<file path="config.mk">
export PLATFORM = sky130hd
export DESIGN_NAME = pipe_stall_ctrl
export DESIGN_NICKNAME = d
export VERILOG_FILES = /design/src/rtl/pipe_ctrl_pkg.sv /design/src/rtl/load_use_detect.sv /design/src/rtl/pipe_stall_ctrl.sv
export SDC_FILE = /design/constraint.sdc
export NUM_CORES = 1
export LEC_CHECK = 0
export CAP_MARGIN = 20
export CORE_MARGIN = 3
export CORE_UTILIZATION = 30
export DETAILED_ROUTE_END_ITERATION = 6
export PLACE_DENSITY = 0.6
export SYNTH_ARGS = -nofsm -noshare
export SYNTH_HDL_FRONTEND = slang
export SYNTH_HIERARCHICAL = 1
export SYNTH_SLANG_ARGS = --single-unit
</file>
<file path="constraint.sdc">
create_clock -name clk -period 5.65 [get_ports clk]
set_input_delay 0.8475 -clock clk [delete_from_list [all_inputs] [get_ports clk]]
set_output_delay 0.8475 -clock clk [all_outputs]
set_load 0.1 [all_outputs]
</file>
<file path="src/rtl/pipe_ctrl_pkg.sv">
// Shared types and constants for the pipeline stall/flush sequencer.
// The stage_ctrl_t field order is also the bit order of the packed control word.
package pipe_ctrl_pkg;

  localparam int REG_IDX_W = 5;
  localparam logic [REG_IDX_W-1:0] REG_X0 = 5'd0;

  typedef enum logic [1:0] {
    ST_RUN      = 2'd0,
    ST_MDU_BUSY = 2'd1,
    ST_MEM_WAIT = 2'd2
  } ctrl_state_t;

  typedef struct packed {
    logic pc_en;
    logic if_id_en;
    logic id_ex_en;
    logic ex_mem_en;
    logic mem_wb_en;
    logic if_id_flush;
    logic id_ex_bubble;
    logic ex_mem_bubble;
    logic mem_wb_bubble;
  } stage_ctrl_t;

  localparam stage_ctrl_t CTRL_RESET = '{
    pc_en: 1'b0, if_id_en: 1'b0, id_ex_en: 1'b0, ex_mem_en: 1'b0, mem_wb_en: 1'b0,
    if_id_flush: 1'b1, id_ex_bubble: 1'b1, ex_mem_bubble: 1'b1, mem_wb_bubble: 1'b1};

  localparam stage_ctrl_t CTRL_NORMAL = '{
    pc_en: 1'b1, if_id_en: 1'b1, id_ex_en: 1'b1, ex_mem_en: 1'b1, mem_wb_en: 1'b1,
    if_id_flush: 1'b0, id_ex_bubble: 1'b0, ex_mem_bubble: 1'b0, mem_wb_bubble: 1'b0};

  // Whole pipe frozen; MEM/WB receives a bubble so WB does not retire twice.
  localparam stage_ctrl_t CTRL_MEM_STALL = '{
    pc_en: 1'b0, if_id_en: 1'b0, id_ex_en: 1'b0, ex_mem_en: 1'b0, mem_wb_en: 1'b0,
    if_id_flush: 1'b0, id_ex_bubble: 1'b0, ex_mem_bubble: 1'b0, mem_wb_bubble: 1'b1};

  localparam stage_ctrl_t CTRL_MDU_STALL = '{
    pc_en: 1'b0, if_id_en: 1'b0, id_ex_en: 1'b0, ex_mem_en: 1'b1, mem_wb_en: 1'b1,
    if_id_flush: 1'b0, id_ex_bubble: 1'b0, ex_mem_bubble: 1'b1, mem_wb_bubble: 1'b0};

  localparam stage_ctrl_t CTRL_BRANCH = '{
    pc_en: 1'b1, if_id_en: 1'b1, id_ex_en: 1'b1, ex_mem_en: 1'b1, mem_wb_en: 1'b1,
    if_id_flush: 1'b1, id_ex_bubble: 1'b1, ex_mem_bubble: 1'b0, mem_wb_bubble: 1'b0};

  localparam stage_ctrl_t CTRL_LOAD_USE = '{
    pc_en: 1'b0, if_id_en: 1'b0, id_ex_en: 1'b1, ex_mem_en: 1'b1, mem_wb_en: 1'b1,
    if_id_flush: 1'b0, id_ex_bubble: 1'b1, ex_mem_bubble: 1'b0, mem_wb_bubble: 1'b0};

endpackage

</file>
<file path="src/rtl/load_use_detect.sv">
// Load-use hazard compare between the load in EX and the sources of the ID instruction.
// x0 is never a real producer, so a load targeting it never stalls.
module load_use_detect
  import pipe_ctrl_pkg::*;
(
  input  logic                 ex_mem_read,
  input  logic [REG_IDX_W-1:0] ex_rd,
  input  logic [REG_IDX_W-1:0] id_rs1,
  input  logic [REG_IDX_W-1:0] id_rs2,
  output logic                 hazard
);

  assign hazard = ex_mem_read && (ex_rd != REG_X0) &&
                  ((ex_rd == id_rs1) || (ex_rd == id_rs2));

endmodule

</file>
<file path="src/rtl/pipe_stall_ctrl.sv">
// Central stall/flush sequencer: merges memory waits, MDU occupancy, branch redirects
// and load-use hazards into per-stage enables and bubbles, plus stall counter and MDU watchdog.
//
// state       | meaning
// ST_RUN      | pipeline flowing; branch / load-use / MDU start evaluated
// ST_MDU_BUSY | MUL/DIV occupying EX; front end held, watchdog running
// ST_MEM_WAIT | data memory wait state; whole pipe frozen, ret_mdu_q says where to resume
module pipe_stall_ctrl
  import pipe_ctrl_pkg::*;
#(
  parameter int CNT_W       = 32,
  parameter int MDU_TIMEOUT = 64
) (
  input  logic                 clk,
  input  logic                 rst_n,
  input  logic                 ex_mem_read,
  input  logic [REG_IDX_W-1:0] ex_rd,
  input  logic [REG_IDX_W-1:0] id_rs1,
  input  logic [REG_IDX_W-1:0] id_rs2,
  input  logic                 mdu_start,
  input  logic                 mdu_done,
  input  logic                 dmem_req,
  input  logic                 dmem_ready,
  input  logic                 branch_taken,
  output logic                 pc_en,
  output logic                 if_id_en,
  output logic                 id_ex_en,
  output logic                 ex_mem_en,
  output logic                 mem_wb_en,
  output logic                 if_id_flush,
  output logic                 id_ex_bubble,
  output logic                 ex_mem_bubble,
  output logic                 mem_wb_bubble,
  output logic [CNT_W-1:0]     stall_cycles,
  output logic                 mdu_timeout
);

  localparam int WD_W = (MDU_TIMEOUT > 2) ? $clog2(MDU_TIMEOUT) : 1;
  localparam logic [WD_W-1:0] WD_LOAD = WD_W'(MDU_TIMEOUT - 1);

  ctrl_state_t      state_q, state_d, eff_state;
  logic             ret_mdu_q, ret_mdu_d;
  logic             done_pend_q, done_pend_d;
  logic             enter_ret_mdu;
  logic [WD_W-1:0]  wd_cnt_q, wd_cnt_d;
  logic             timeout_q, timeout_d;
  logic [CNT_W-1:0] stall_cnt_q;
  logic             load_use, mem_stall, mdu_active;
  stage_ctrl_t      ctrl;

  load_use_detect u_load_use (
    .ex_mem_read (ex_mem_read),
    .ex_rd       (ex_rd),
    .id_rs1      (id_rs1),
    .id_rs2      (id_rs2),
    .hazard      (load_use)
  );

  // The cycle that leaves MEM_WAIT behaves like the state being resumed.
  always_comb begin
    mem_stall = dmem_req & ~dmem_ready;
    eff_state = state_q;
    if (state_q == ST_MEM_WAIT) begin
      eff_state = (ret_mdu_q && !done_pend_q) ? ST_MDU_BUSY : ST_RUN;
    end
    mdu_active = ~mdu_done &
                 ((eff_state == ST_MDU_BUSY) | ((eff_state == ST_RUN) & mdu_start));
    enter_ret_mdu = (state_q == ST_MDU_BUSY) | mdu_start;
  end

  always_comb begin
    state_d     = state_q;
    ret_mdu_d   = ret_mdu_q;
    done_pend_d = done_pend_q;
    wd_cnt_d    = '0;
    timeout_d   = timeout_q;
    ctrl        = CTRL_NORMAL;

    if (mem_stall) begin
      ctrl    = CTRL_MEM_STALL;
      state_d = ST_MEM_WAIT;
      if (state_q == ST_MEM_WAIT) begin
        done_pend_d = done_pend_q | mdu_done;
      end else begin
        // A done arriving on the entry cycle must not be lost while frozen.
        ret_mdu_d   = enter_ret_mdu;
        done_pend_d = enter_ret_mdu & mdu_done;
      end
    end else begin
      state_d     = ST_RUN;
      ret_mdu_d   = 1'b0;
      done_pend_d = 1'b0;
      if (mdu_active) begin
        ctrl = CTRL_MDU_STALL;
        if ((state_q == ST_MDU_BUSY) && (wd_cnt_q == '0)) begin
          timeout_d = 1'b1;
        end else begin
          state_d  = ST_MDU_BUSY;
          wd_cnt_d = (state_q == ST_MDU_BUSY) ? (wd_cnt_q - WD_W'(1)) : WD_LOAD;
        end
      end else if (branch_taken) begin
        ctrl = CTRL_BRANCH;
      end else if (load_use) begin
        ctrl = CTRL_LOAD_USE;
      end
    end

    if (!rst_n) begin
      ctrl = CTRL_RESET;
    end
  end

  always_ff @(posedge clk or negedge rst_n) begin
    if (!rst_n) begin
      state_q     <= ST_RUN;
      ret_mdu_q   <= 1'b0;
      done_pend_q <= 1'b0;
      wd_cnt_q    <= '0;
      timeout_q   <= 1'b0;
      stall_cnt_q <= '0;
    end else begin
      state_q     <= state_d;
      ret_mdu_q   <= ret_mdu_d;
      done_pend_q <= done_pend_d;
      wd_cnt_q    <= wd_cnt_d;
      timeout_q   <= timeout_d;
      if (!ctrl.pc_en && (stall_cnt_q != '1)) begin
        stall_cnt_q <= stall_cnt_q + CNT_W'(1);
      end
    end
  end

  assign pc_en         = ctrl.pc_en;
  assign if_id_en      = ctrl.if_id_en;
  assign id_ex_en      = ctrl.id_ex_en;
  assign ex_mem_en     = ctrl.ex_mem_en;
  assign mem_wb_en     = ctrl.mem_wb_en;
  assign if_id_flush   = ctrl.if_id_flush;
  assign id_ex_bubble  = ctrl.id_ex_bubble;
  assign ex_mem_bubble = ctrl.ex_mem_bubble;
  assign mem_wb_bubble = ctrl.mem_wb_bubble;
  assign stall_cycles  = stall_cnt_q;
  assign mdu_timeout   = timeout_q;

endmodule
</file>
Yosys cells after proc, flatten, opt, wreduce, memory -nomap -nowiden:

Cells that the tools add are included.

* add/sub/neg operators: 2
* equal/unequal tests: 7
* muxes and demuxes: 18
* bitwise gates (word level): 10
* reduce and logical (&&, ||, !) cells: 12

Operators by type and width (number)
* 9-bit two-way mux: 5
* 32-bit by 1-bit adder with 32-bit output (second input constant): 1
* 32-bit inequality test (second input constant): 1
* 6-bit two-way mux: 4
* 5-bit equality test: 2
* 1-bit two-way mux: 7
* 6-bit zero test: 1
* 6-bit by 1-bit subtractor with 6-bit output (second input constant): 1
* 1-bit logical AND: 5
* 5-bit nonzero test: 1
* 1-bit bitwise AND: 4
* 2-bit by 1-bit equality test with 1-bit output (second input constant): 2
* 2-bit two-way mux: 2
* 1-bit inverter: 3
* 1-bit bitwise OR: 3
* 3-bit AND reduction: 1
* 2-bit equality test (second input constant): 1
* 1-bit zero test: 2
* 2-bit zero test: 1
* 2-bit inequality test (second input constant): 1
* 1-bit logical OR: 1

* bits in registers: 43
* bits of input ports: 23
* output and inout bits: 42
* logic and storage cells: 55

Logic depth before layout (Yosys ltp):

* depth after elaboration: 13
* depth in mapped cells: 9
* mapped depth without buffers: 9

Modules after synthesis:

The synthesis kept the hierarchy.

By module, submodules not included
* pipe_stall_ctrl: times used 1, cells an instance 217, area an instance 2278.4 sq um, seq. area each 1076.0 sq um
* load_use_detect: times used 1, cells an instance 17, area an instance 125.1 sq um, seq. area each 0.0 sq um

Least setup slack after synthesis:

OpenSTA, ideal clock, no wires.

* path kind: input port to output port
* start: input port ex_rd[0]
* end: output port id_ex_bubble
* arrival: 3698 ps
* data required time: 4803 ps
* setup slack: 1105 ps
* stages on the path: 6
* path buffers: 0
* cells stage by stage: xor2_1 > nor3_1 > nand3_1 > a21oi_1 > nor2_1 > o31ai_1

* word-level cells in the longest chain between the ends: 8
* elaborated cells between the ends (all ways): 11
* those cells by class: 2 x eq/ne; 5 x mux; 4 x reduce/logical

RTL lines
* start: declaration: RTL line pipe_stall_ctrl.sv:17 `input logic [REG_IDX_W-1:0] ex_rd,`
* 5-bit equality test or 5-bit nonzero test (tied branches): RTL line load_use_detect.sv:14, load_use_detect.sv:13
* 1-bit logical OR or 1-bit logical AND (tied branches): RTL line load_use_detect.sv:14, load_use_detect.sv:13
* 1-bit logical AND (*): RTL line load_use_detect.sv:13 `assign hazard = ex_mem_read && (ex_rd != REG_X0) &&`
* named net load_use: RTL line pipe_stall_ctrl.sv:48 `logic load_use, mem_stall, mdu_active;`
* 9-bit two-way mux (*): RTL line pipe_stall_ctrl.sv:103 `end else if (load_use) begin`
* 9-bit two-way mux (*): RTL line pipe_stall_ctrl.sv:101 `end else if (branch_taken) begin`
* 9-bit two-way mux (*): RTL line pipe_stall_ctrl.sv:93 `if (mdu_active) begin`
* 9-bit two-way mux (*): RTL line pipe_stall_ctrl.sv:79 `if (mem_stall) begin`
* 9-bit two-way mux (*): RTL line pipe_stall_ctrl.sv:108 `if (!rst_n) begin`
* end: declaration: RTL line pipe_stall_ctrl.sv:31 `output logic id_ex_bubble,`

Mark *: on every way through the listed nets, which the timed path passes. The rest lies on a longest branch.

Worst setup path in the final report:

* start: input port ex_rd[3]
* end: output port id_ex_bubble

The elaborated chain is that of the path after synthesis.

==> flow_summary.yaml <==
routing:
  wl_met1_um: 2780
  vias_per_cell: 4.86
  vias: 1959
  drtPass1Iterations: 6
  drtAntennaViolNets: 0
  drtIter0Drc: 96
  wl_per_cell_um: 14.5
  wirelength_um: 5850
  top_layer: "met4"
  wl_met3_um: 279
  drc: 0
  met2WireLength_um: 2740
layout:
  fill_cells: 802
  layout_commonest_cell: "clkdlybuf4s50_1"
  insertedDiodeCount: 0
  syn_to_final_growth_pct: 35.1
  regArea_sq_um: 1080
  multi_input_area_sq_um: 1270
  design_area_sq_um: 3250
  final_cells: 403
  drive_gt1_share_pct: 9.97
  layout_common_cells: "61 x clkdlybuf4s50_1, 43 x dfrtp_1, 23 x xor2_1"
  nets: 325
synthesis:
  syn-num-nets: 259
  synthCells: 234
  synth-seq-cells: 43
  ys_async_sr_fraction_pct: 100
  synth_edf_count: 0
  postSynthAreaPerCell_sq_um: 10.3
  yosysWarnings: 6
  synthesis.area_sq_um: 2400
  synth-main-ff-cell: "dfrtp_1"
  seq_area_frac_synth_pct: 44.8
  yosysUniqueCellTypes: 53
sta:
  hold_violations: 0
  final.setup.tns_ns: 0
  fin_crit_ns: 4.28
  timing.fmax_ghz: 0.234
  slew_viol_final: 0
  worstMarginPinSlew_ns: 0.987
  rsz0062_at_grt: "no"
  finalCritPeriodShare_pct: 75.7
  max-slew-margin-rel_pct: 34.0
  fin_skew_ns: 0.00573
  setup_violations: 0
setup_path:
  arrival_ns: 3.43
  path_class: "primary input to output port"
  cp-start-kind: "primary input"
  max_stage_delay_ns: 1.18
  critical_path_buf_inv_count: 2
  crit_chain: "clkdlybuf4s50_1 > xor2_1 > nor3_1 > nand3_1 > a21oi_1 > nor2_1 > o31ai_1 > clkdlybuf4s50_1"
  crit_required_ns: 4.80
  cp-end-kind: "output port"
  slowest_stage: "clkdlybuf4s50_1"
  crit_family: "buffers and inverters"
  worstPathMaxFanout: 3
  cpMostUsedCell: "clkdlybuf4s50_1"
floorplanning:
  core_area_sq_um: 7770
  num_rows: 32
  dieArea_sq_um: 9120
  die_w_um: 95.5
  dieHeight_um: 95.5
  io_pins: 65
  start_util_pct: 30.9
clocking:
  cts_buffers: 5
  ctsResizeCount: 0
  worstSkewPairLatency_ns: 0.30
  cts_tree: "done"
  clk_path_buf_depth: 2
  hold_buffers: 0
  cts_setup_buffers: 0
  clock-sinks: 43
  root_buffer: "clkbuf_8"
  htree_levels: 2
  cts.reportedPaths.clkPinSlew_ns: 0.08
placed_design:
  place.gp.congestion: 0.815
  port_buffers: 64
  dp_hpwl_um: 4340
  place_area_sq_um: 3130
  dp.cells: 395
global_route:
  overflow: 0
  antenna_found_initial: 0
  grt_usage_pct: 13.5
  grt_max_degree: 33
  grt_pass1_wl_um: 9610
  grt_pass1_vias: 1944
pwr:
  p_leak_uw: 0.00134
  power-per-cell-area_nw_per_um2: 374
  power.ir.vdd_worst_mv: 0.277
job:
  cap_violations: 0
worst_hold_path:
  hold_path.class: "flip-flop to flip-flop"
status:
  outcome: "finished clean"
worst reg2reg max path: cells and delay by family (launching register included):
kind                     cells  cell delay [ns]
AND/OR/NAND/NOR              4             1.16
multiplexers                 1             0.31
flip-flops                   1             0.42
adder cells (fa/ha/maj)      1             0.18
report_power, final:
group	switching (uW)	internal, uW
sequential	57.4	351
clock	110	143
combinational	410	144
path summary, 6_finish.rpt:
check | end | start | slack [ns] | cells past startpoint
max reg2reg | stall_cycles[1] | stall_cycles[0] | 3.48 | 6
min | mdu_timeout | mdu_timeout | 0.49 | 1
max | id_ex_bubble | ex_rd[3] | 1.37 | 8
max in group asynchronous | stall_cycles[22] | rst_n | 4.34 | 2
min in group asynchronous | stall_cycles[11] | rst_n | 0.59 | 1
min reg2reg | mdu_timeout | mdu_timeout | 0.49 | 1
final cells by class:
| type | count | share of cell area, % |
|---|---|---|
| Inverter | 5 | 0.578 |
| Multi-Input combinational cell | 180 | 39.1 |
| Timing Repair Buffer | 65 | 19.6 |
| Clock inverter | 2 | 1.08 |
| Tap cell | 102 | 3.93 |
| Sequential cell | 43 | 33.1 |
| Clock buffer | 6 | 2.54 |
layer usage:
| metal | vias to the layer above | track usage (%) |
|---|---|---|
| met1 | 951 | 18.5 |
| met4 | 0 | 3.20 |
| met5 | - | 0 |
| met3 | 5 | 4.03 |
| li1 | 967 | - |
| met2 | 36 | 21.0 |
registers in the layout, indices dropped and copies added, names as in the netlist:
| name | count |
|---|---|
| ret_mdu_q | 1 |
| stall_cycles | 32 |
| state_q | 2 |
| wd_cnt_q | 6 |
| done_pend_q | 1 |
| mdu_timeout | 1 |
cells in the mapped netlist, types with 2 or more instances:
library cell	number	area share, %
o31ai_1	2	0.62
clkbuf_1	2	0.31
and4_1	3	1.1
nor2_1	9	1.4
o21ai_0	3	0.62
nor3_1	14	2.9
and2_1	3	0.78
dfrtp_1	43	45
a21oi_1	11	2.3
buf_4	2	0.62
nand2_1	21	3.3
nor2b_1	3	0.78
nor4_1	2	0.52
nand3_1	17	3.5
nand4_1	9	2.3
or4_1	2	0.62
xor2_1	23	8.4
a211oi_1	2	0.62
ha_1	2	1.0
xnor2_1	20	7.3
and3_1	4	1.0
nand2b_1	2	0.52
inv_1	5	0.78
cell families (layout without fill, tap and decap cells):
family                   Yosys count  count (layout)  share of synthesized area [%]
adder cells (fa/ha/maj)            2               2                           1.04
multiplexers                       2               2                           1.09
buffers and inverters             11              78                           2.39
AND/OR/NAND/NOR                  104             104                           26.4
flip-flops                        43              43                           44.8
XOR/XNOR                          43              43                           15.7
AO/OA/AOI/OAI                     29              29                           8.64
through the flow:
stage / setup slack (ns) / util, % / hold WS (ns) / total power [uW]
detailed placement: 1.36 / 40.3 / 0.468 / 971
CTS: 1.36 / 41.8 / 0.485 / 1230
floorplan: 1.10 / - / 0.444 / 830
global route: 1.25 / 41.8 / 0.504 / 1270
finish: 1.37 / 41.8 / 0.489 / 1220
global placement: 1.44 / 40.3 / 0.465 / 967
Power figures use the tool's default switching activity.
